===== config.mk =====
export PLATFORM = sky130hd
export DESIGN_NAME = pid_mixer_seq
export DESIGN_NICKNAME = d
export VERILOG_FILES = /design/src/rtl/pid_mixer_seq.sv
export SDC_FILE = /design/constraint.sdc
export NUM_CORES = 2
export LEC_CHECK = 0
export BUFFER_PORTS_ARGS = -buffer_cell sky130_fd_sc_hd__buf_2
export CAP_MARGIN = 15
export CORE_UTILIZATION = 45
export CTS_CLUSTER_SIZE = 25
export DETAILED_ROUTE_END_ITERATION = 10
export PLACE_DENSITY = 0.71
export SLEW_MARGIN = 10
export SYNTH_ARGS = -nofsm -noshare
export SYNTH_HDL_FRONTEND = slang
export SYNTH_SLANG_ARGS = --single-unit

===== constraint.sdc =====
create_clock -name clk -period 13.7 [get_ports clk]
set_input_delay 0.685 -clock clk [delete_from_list [all_inputs] [get_ports clk]]
set_output_delay 0.685 -clock clk [all_outputs]
set_load 0.03 [all_outputs]

===== src/rtl/pid_mixer_seq.sv =====
// Quadcopter PID (P/I/D per axis on one shared multiplier) followed by a
// 4-motor mixer with per-motor duty saturation.
module pid_mixer_seq #(
    parameter int DW       = 24,
    parameter int GW       = 16,
    parameter int FRAC     = 8,
    parameter int OW       = 16,
    parameter int AXIS_LIM = 20000,
    parameter int DUTY_MIN = 0,
    parameter int DUTY_MAX = 50000
) (
    input  logic            clk,
    input  logic            rst_n,
    input  logic            start,
    input  logic            armed,
    input  logic [OW-1:0]   pwm_base,
    input  logic [3*DW-1:0] err_p,
    input  logic [3*DW-1:0] err_i,
    input  logic [3*DW-1:0] err_d,
    input  logic [3*GW-1:0] gain_p,
    input  logic [3*GW-1:0] gain_i,
    input  logic [3*GW-1:0] gain_d,
    output logic            busy,
    output logic            done,
    output logic [3:0]      sat,
    output logic [OW-1:0]   pwm_duty_1,
    output logic [OW-1:0]   pwm_duty_2,
    output logic [OW-1:0]   pwm_duty_3,
    output logic [OW-1:0]   pwm_duty_4
);

    localparam int AW = DW + GW + 3;
    localparam int MW = OW + 3;

    typedef enum logic [1:0] {S_IDLE, S_MAC, S_MIX, S_UPD} state_t;

    state_t state, state_nxt;

    logic [OW-1:0]          base_q;
    logic signed [DW-1:0]   ep_a [3];
    logic signed [DW-1:0]   ei_a [3];
    logic signed [DW-1:0]   ed_a [3];
    logic [GW-1:0]          gp_a [3];
    logic [GW-1:0]          gi_a [3];
    logic [GW-1:0]          gd_a [3];

    logic [1:0]             ax_q;
    logic [1:0]             kind_q;
    logic signed [AW-1:0]   acc;
    logic signed [MW-1:0]   term_q [3];

    logic [OW-1:0]          mix_q [4];
    logic [3:0]             mix_sat_q;

    logic signed [DW-1:0]   err_sel;
    logic [GW-1:0]          gain_sel;
    logic signed [DW+GW:0]  prod;
    logic signed [AW-1:0]   acc_sum;
    logic signed [AW-1:0]   shifted;
    logic signed [MW-1:0]   term_new;
    logic signed [MW-1:0]   base_s;
    logic signed [MW-1:0]   m [4];
    logic [OW-1:0]          duty_c [4];
    logic [3:0]             sat_c;

    assign busy = (state != S_IDLE);

    always_comb begin
        state_nxt = state;
        unique case (state)
            S_IDLE: if (start) state_nxt = S_MAC;
            S_MAC:  if (ax_q == 2'd2 && kind_q == 2'd2) state_nxt = S_MIX;
            S_MIX:  state_nxt = S_UPD;
            S_UPD:  state_nxt = S_IDLE;
            default: state_nxt = S_IDLE;
        endcase
    end

    // Gain is unsigned: prepend a zero so the signed multiply treats it as positive.
    always_comb begin
        err_sel  = '0;
        gain_sel = '0;
        case (kind_q)
            2'd0: begin err_sel = ep_a[ax_q]; gain_sel = gp_a[ax_q]; end
            2'd1: begin err_sel = ei_a[ax_q]; gain_sel = gi_a[ax_q]; end
            default: begin err_sel = ed_a[ax_q]; gain_sel = gd_a[ax_q]; end
        endcase
        prod    = err_sel * $signed({1'b0, gain_sel});
        acc_sum = acc + AW'(prod);
        shifted = acc_sum >>> FRAC;
        if (shifted > AW'(AXIS_LIM))
            term_new = MW'(AXIS_LIM);
        else if (shifted < -AW'(AXIS_LIM))
            term_new = -MW'(AXIS_LIM);
        else
            term_new = MW'(shifted);
    end

    always_comb begin
        base_s = $signed({3'b000, base_q});
        m[0] = base_s - term_q[0] - term_q[1] - term_q[2];
        m[1] = base_s - term_q[0] + term_q[1] + term_q[2];
        m[2] = base_s + term_q[0] - term_q[1] + term_q[2];
        m[3] = base_s + term_q[0] + term_q[1] - term_q[2];
        sat_c = '0;
        for (int unsigned n = 0; n < 4; n++) begin
            duty_c[n] = OW'(m[n]);
            if (m[n] < MW'(DUTY_MIN)) begin
                duty_c[n] = OW'(DUTY_MIN);
                sat_c[n]  = 1'b1;
            end else if (m[n] > MW'(DUTY_MAX)) begin
                duty_c[n] = OW'(DUTY_MAX);
                sat_c[n]  = 1'b1;
            end
        end
    end

    always_ff @(posedge clk or negedge rst_n) begin
        if (!rst_n) state <= S_IDLE;
        else        state <= state_nxt;
    end

    always_ff @(posedge clk or negedge rst_n) begin
        if (!rst_n) begin
            base_q     <= '0;
            ax_q       <= '0;
            kind_q     <= '0;
            acc        <= '0;
            mix_sat_q  <= '0;
            done       <= 1'b0;
            sat        <= '0;
            pwm_duty_1 <= '0;
            pwm_duty_2 <= '0;
            pwm_duty_3 <= '0;
            pwm_duty_4 <= '0;
            for (int unsigned i = 0; i < 3; i++) begin
                ep_a[i]   <= '0;
                ei_a[i]   <= '0;
                ed_a[i]   <= '0;
                gp_a[i]   <= '0;
                gi_a[i]   <= '0;
                gd_a[i]   <= '0;
                term_q[i] <= '0;
            end
            for (int unsigned n = 0; n < 4; n++) mix_q[n] <= '0;
        end else begin
            done <= 1'b0;
            unique case (state)
                S_IDLE: if (start) begin
                    base_q <= pwm_base;
                    ax_q   <= '0;
                    kind_q <= '0;
                    acc    <= '0;
                    for (int unsigned i = 0; i < 3; i++) begin
                        ep_a[i] <= err_p[i*DW +: DW];
                        ei_a[i] <= err_i[i*DW +: DW];
                        ed_a[i] <= err_d[i*DW +: DW];
                        gp_a[i] <= gain_p[i*GW +: GW];
                        gi_a[i] <= gain_i[i*GW +: GW];
                        gd_a[i] <= gain_d[i*GW +: GW];
                    end
                end
                S_MAC: begin
                    if (kind_q == 2'd2) begin
                        term_q[ax_q] <= term_new;
                        acc          <= '0;
                        kind_q       <= '0;
                        if (ax_q != 2'd2) ax_q <= ax_q + 2'd1;
                    end else begin
                        acc    <= acc_sum;
                        kind_q <= kind_q + 2'd1;
                    end
                end
                S_MIX: begin
                    for (int unsigned n = 0; n < 4; n++)
                        mix_q[n] <= armed ? duty_c[n] : OW'(DUTY_MIN);
                    mix_sat_q <= armed ? sat_c : 4'b0000;
                end
                S_UPD: begin
                    pwm_duty_1 <= mix_q[0];
                    pwm_duty_2 <= mix_q[1];
                    pwm_duty_3 <= mix_q[2];
                    pwm_duty_4 <= mix_q[3];
                    sat        <= mix_sat_q;
                    done       <= 1'b1;
                end
                default: ;
            endcase
        end
    end

endmodule


; After elaboration in Yosys (flattened, before gate mapping)
; Cells that the tools add are included.
[word_totals]
wordCells = 145
inputBits = 380
out_inout_bits = 70
ff_bits = 619
[op_classes]
n_eq_ne = 11
order_cmp = 12
muxes = 59
add_sub_neg = 13
multipliers = 1
bitwise_logic = 1
reduce_logical = 11
[ops]
columns = operator, count
row1 = $mux 16, 18
row2 = $bmux 24 s2, 3
row3 = $mux 24, 6
row4 = $bmux 16 s2, 3
row5 = $mux 43, 2
row6 = $pmux 43 s2, 1
row7 = $add 19x19->19, 4
row8 = $gt 19x17->1 const B, 4
row9 = $lt 19x1->1 const B, 4
row10 = $sub 19x19->19, 4
row11 = $bwmux 57, 1
row12 = $mux 19, 3
row13 = $pmux 24 s2, 1
row14 = $add 43x41->43, 1
row15 = $mul 24x17->41, 1
row16 = $demux 19 s2, 1
row17 = $gt 35x16->1 const B, 1
row18 = $lt 35x16->1 const B, 1
row19 = $pmux 16 s2, 1
row20 = $add 17x19->19, 1
row21 = $sub 17x19->19, 1
row22 = $mux 2, 6
row23 = $ne 2x2->1 const B, 5
row24 = $mux 1, 9
row25 = other kinds (14), 26

; Depth between registers and ports, before layout
[logic_depth]
ltp_word = 11
depth_mapped = 38
ltp_nobuf = 32

; Worst setup path after synthesis
; No wires, ideal clock.
[synth_path]
path_kind = register to register
start = register ax_q[1]
end = register term_q[0] (netlist bit)
t_required_ps = 13626
path_stages_with_launch = 31
period_less_slack_ps = 9301
arrival_time_ps = 9227
setup_slack_ps = 4399
path_buffers = 6
cell_sequence = dfrtp_1 clkbuf_1 clkbuf_1 clkbuf_1 buf_1 mux2i_1 o21ai_0 nand2_1 o21ai_1 nand2_1 fa_1 inv_1 fa_1 fa_1 fa_1 inv_1 fa_1 inv_1 ha_1 clkbuf_1 a21o_1 a21o_1 a221oi_2 o211ai_1 and3_1 or3_1 or4_1 or4_4 mux2_4 buf_6 a21oi_2
[synth_between]
elab_chain_cells = 11
[synth_rtl]
columns = element, line_no
row1 = "start, declared", 47  ; logic [1:0] ax_q;
row2 = "start signal, assigned", 168  ; if (ax_q != 2'd2) ax_q <= ax_q + 2'd1;
row3 = $not 2->3 (implied by the code) (*), -
row4 = $bmux 24 s2 (tied with other cells), 86  ; default: begin err_sel = ed_a[ax_q]; gain_sel = gd_a[ax_q]; end
row5 = $mux 24 (implied by the code) (tied with other cells) (2 in a row), 86
row6 = $pmux 24 s2 or $pmux 16 s2 (tied branches), 83  ; case (kind_q)
row7 = $mul 24x17->41, 88  ; prod = err_sel * $signed({1'b0, gain_sel});
row8 = $add 43x41->43, 89  ; acc_sum = acc + AW'(prod);
row9 = $lt 35x16->1, 93  ; else if (shifted < -AW'(AXIS_LIM))
row10 = $mux 19, 93
row11 = $mux 19, 91  ; if (shifted > AW'(AXIS_LIM))
row12 = $bwmux 57 (*), 165  ; term_q[ax_q] <= term_new;
row13 = "end signal, assigned by index", 165
row14 = "end, declared", 50  ; logic signed [MW-1:0] term_q [3];
; Every way passes the cells marked *; elsewhere a longest branch is shown, timed or not. The select of a mux whose other input is x is not followed.
; A chain may end at the register's enable or synchronous reset.

; Worst setup path after layout
[layout_path]
start = register ax_q[1]
end = register term_q[7] (netlist bit)
; Same word-level chain as after synthesis.

==> impl_results.md <==
- Post-synth EDFFs: 0
- Hold buffers post-CTS: 0
- RePlAce Congestion: roughly 0.99
- Total Nets Final: 6296
- Post-synthesis sequential area ratio: 31.4%
- Setup violators final: 0
- Maxcap violations: 0
- CP Data Arrival Time: between 10 and 15 ns
- Outcome: complete, no violations
- Net Count, Synth: 5934
- CTS buffer count: about 70
- Most frequent CP cell: fa_1
- Main synth FF type: dfrtp_1
- Ys Warns: 0
- Setup Crit Path Kind: flop to flop
- DIE AREA: ~110000 µm²
- Detailed-route DRC error count: 0
- Crit path max fanout: 48
- Actual slew at the worst max-slew pin: 1.22 ns
- IO Pins: 450
- Post-Synthesis Cells: 4821
- CP Launch Point: ax_q[1]$_DFFE_PN0P_
- Total GRT Usage: a little over a quarter
- Fmax: approximately 90 MHz
- Worst-Skew Late Latency: between 0.6 and 0.7 ns
- Synth unique cells: 94
- RSZ-0062 raised after global routing: false
- Largest cells by area after synthesis: dfrtp_1, fa_1, mux2_2
- First-pass GRT wire length: roughly 220000 µm
- Post_cts resized: 0
- Max-slew violations: 0
- Final Critical Period: 11.14 ns
- Cell Area, Synth: approximately 50000 µm²
- Vias in the first global route: between 30000 and 40000
- Synth cell count leaders: inv_1, dfrtp_1, fa_1, nand2_1, mux2_2
- Crit start category: flop
- Worst min path class: primary input to async pin
- Yosys top cell area share: approximately a third
- Fraction of final layout cells sized beyond drive strength 1: 21.7%
- DRT iter0 DRCs: 2764
- Pin count of the biggest net entering global routing: 195
- TritonCTS clock tree: done
- Drt total wl: around 150000 µm
- Clock Sinks: a little over 600
- Placement Rows: ~120
- Period utilization: between 80 and 90%
- Yosys reg bits: ~620
- Pre-Repair DR Iteration Count: 5
- DPL Wire Length: about 120000 µm
- Reg2Reg Depth: 28
- Synth area leader: dfrtp_1
- Routed length per placed instance: about 22 µm
- Starting Density: a little under half
- CTS clk-pin slew, worst paths: ~0.06 ns
- Asr flop ratio synth: 100%
- Die width: approximately 330 µm
- Vias per cell: about 5.5
- Area added between synthesis and finish: 12.3%
- FF-to-FF setup slack: approximately 2.6 ns
- Maximum clock path buffer count: 3
- Worst Path Buf+Inv: 5
- Initial antenna violation count: approximately 60
- CP top delay family: compound AO/OA/AOI/OAI gates
- DR vias: between 30000 and 40000
- Core footprint: around 110000 µm²
- Slowest-stage cell, CP: o21ai_0
- Reg2reg end: term_q[7]$_DFFE_PN0P_
- Layout fillers: around 9800
- Worst R2R Start: ax_q[1]$_DFFE_PN0P_
- Final Hold Viols: 0
- Die Ht: ~330 µm
- Routed Antenna Nets: 0
- Headroom to the max-slew limit: approximately 18%
- Most common cell in the netlist: inv_1
- Crit path largest cell delay: ~0.97 ns
- CP endpoint kind: flop
- H-Tree Level Count: 3
- I/O Buffers: ~450
- Syn Area/Cell: between 10 and 15 µm²
- Worst Skew: 0.0679 ns
- Gr ovfl total: 0
- Total negative slack: 0 ns
- WP data required: about 14 ns
- Root Buffer: clkbuf_16
- Setup Fix Bufs, Post-CTS: 0
how the worst max path moves through the flow:
stage / cells past startpoint / end / slack [ns]
global placement: 28 / term_q[7]$_DFFE_PN0P_ / 2.89
CTS: 28 / term_q[7]$_DFFE_PN0P_ / 2.76
floorplan: 30 / term_q[0]$_DFFE_PN0P_ / 4.40
global route: 31 / term_q[13]$_DFFE_PN0P_ / 1.97
finish: 28 / term_q[7]$_DFFE_PN0P_ / 2.56
detailed placement: 30 / term_q[7]$_DFFE_PN0P_ / 2.79
per-stage QoR:
step,worst slack [ns],cells,hold WS (ns),area (µm²),util (%)
after floorplan,4.40,4821,0.389,49300,-
after global placement,2.89,6526,0.466,53000,48.8
after detailed placement,2.79,6526,0.470,53000,48.8
after CTS,2.76,6650,0.0829,55300,50.9
after global routing,1.97,6669,0.107,55400,50.9
final,2.56,6677,0.0450,55400,51.0
cell type report:
class                           instances  area [µm²]  share of cell area (%)
Sequential cell                       619       15500                    28.0
Timing Repair Buffer                  502        2680                    4.84
Antenna cell                           27        67.6                   0.122
Inverter                              733        2750                    4.97
Clock inverter                         32         348                   0.628
Clock buffer                           92        1940                    3.51
Multi-Input combinational cell       3258       30300                    54.8
Tap cell                             1414        1770                    3.19
layer usage:
metal	global-route usage, %	share of wire [%]
met1	33.1	40
met2	43.0	47
met3	5.88	7.4
met4	11.6	5.0
met5	0	0.18
cells by family (layout without fill, tap and decap cells):
kind of cell,count (synthesis),after routing,synth area share (%)
AOI/OAI and AO/OA,806,806,10.9
muxes,572,572,12.9
DFF,619,619,31.4
adders and majority gates,733,733,26.4
xor gates and xnor gates,126,126,2.30
and+or+nand+nor,1021,1021,8.88
buffers and inverters,944,1359,7.24
other,0,27,0
sequential cells by signal, indices dropped and copies added, names as in the netlist, 43 cells and up:
signal,count
gi_a,48
gp_a,48
ei_a,72
term_q,57
ep_a,72
gd_a,48
acc,43
mix_q,64
ed_a,72
cells in the final DEF, fill, tap and decap left out, types with 51 or more instances in the layout:
cell type / n
nand2_1: 475
buf_2: 448
nor2_1: 312
ha_1: 217
o21ai_0: 215
xnor2_1: 81
clkbuf_16: 69
inv_1: 732
fa_1: 515
a21oi_1: 150
mux2_2: 456
buf_4: 51
mux2i_1: 112
dfrtp_1: 615
Power is left out: the tool's default activity adds up to more than one toggle a clock period on the data nets, which glitch-free logic cannot reach.
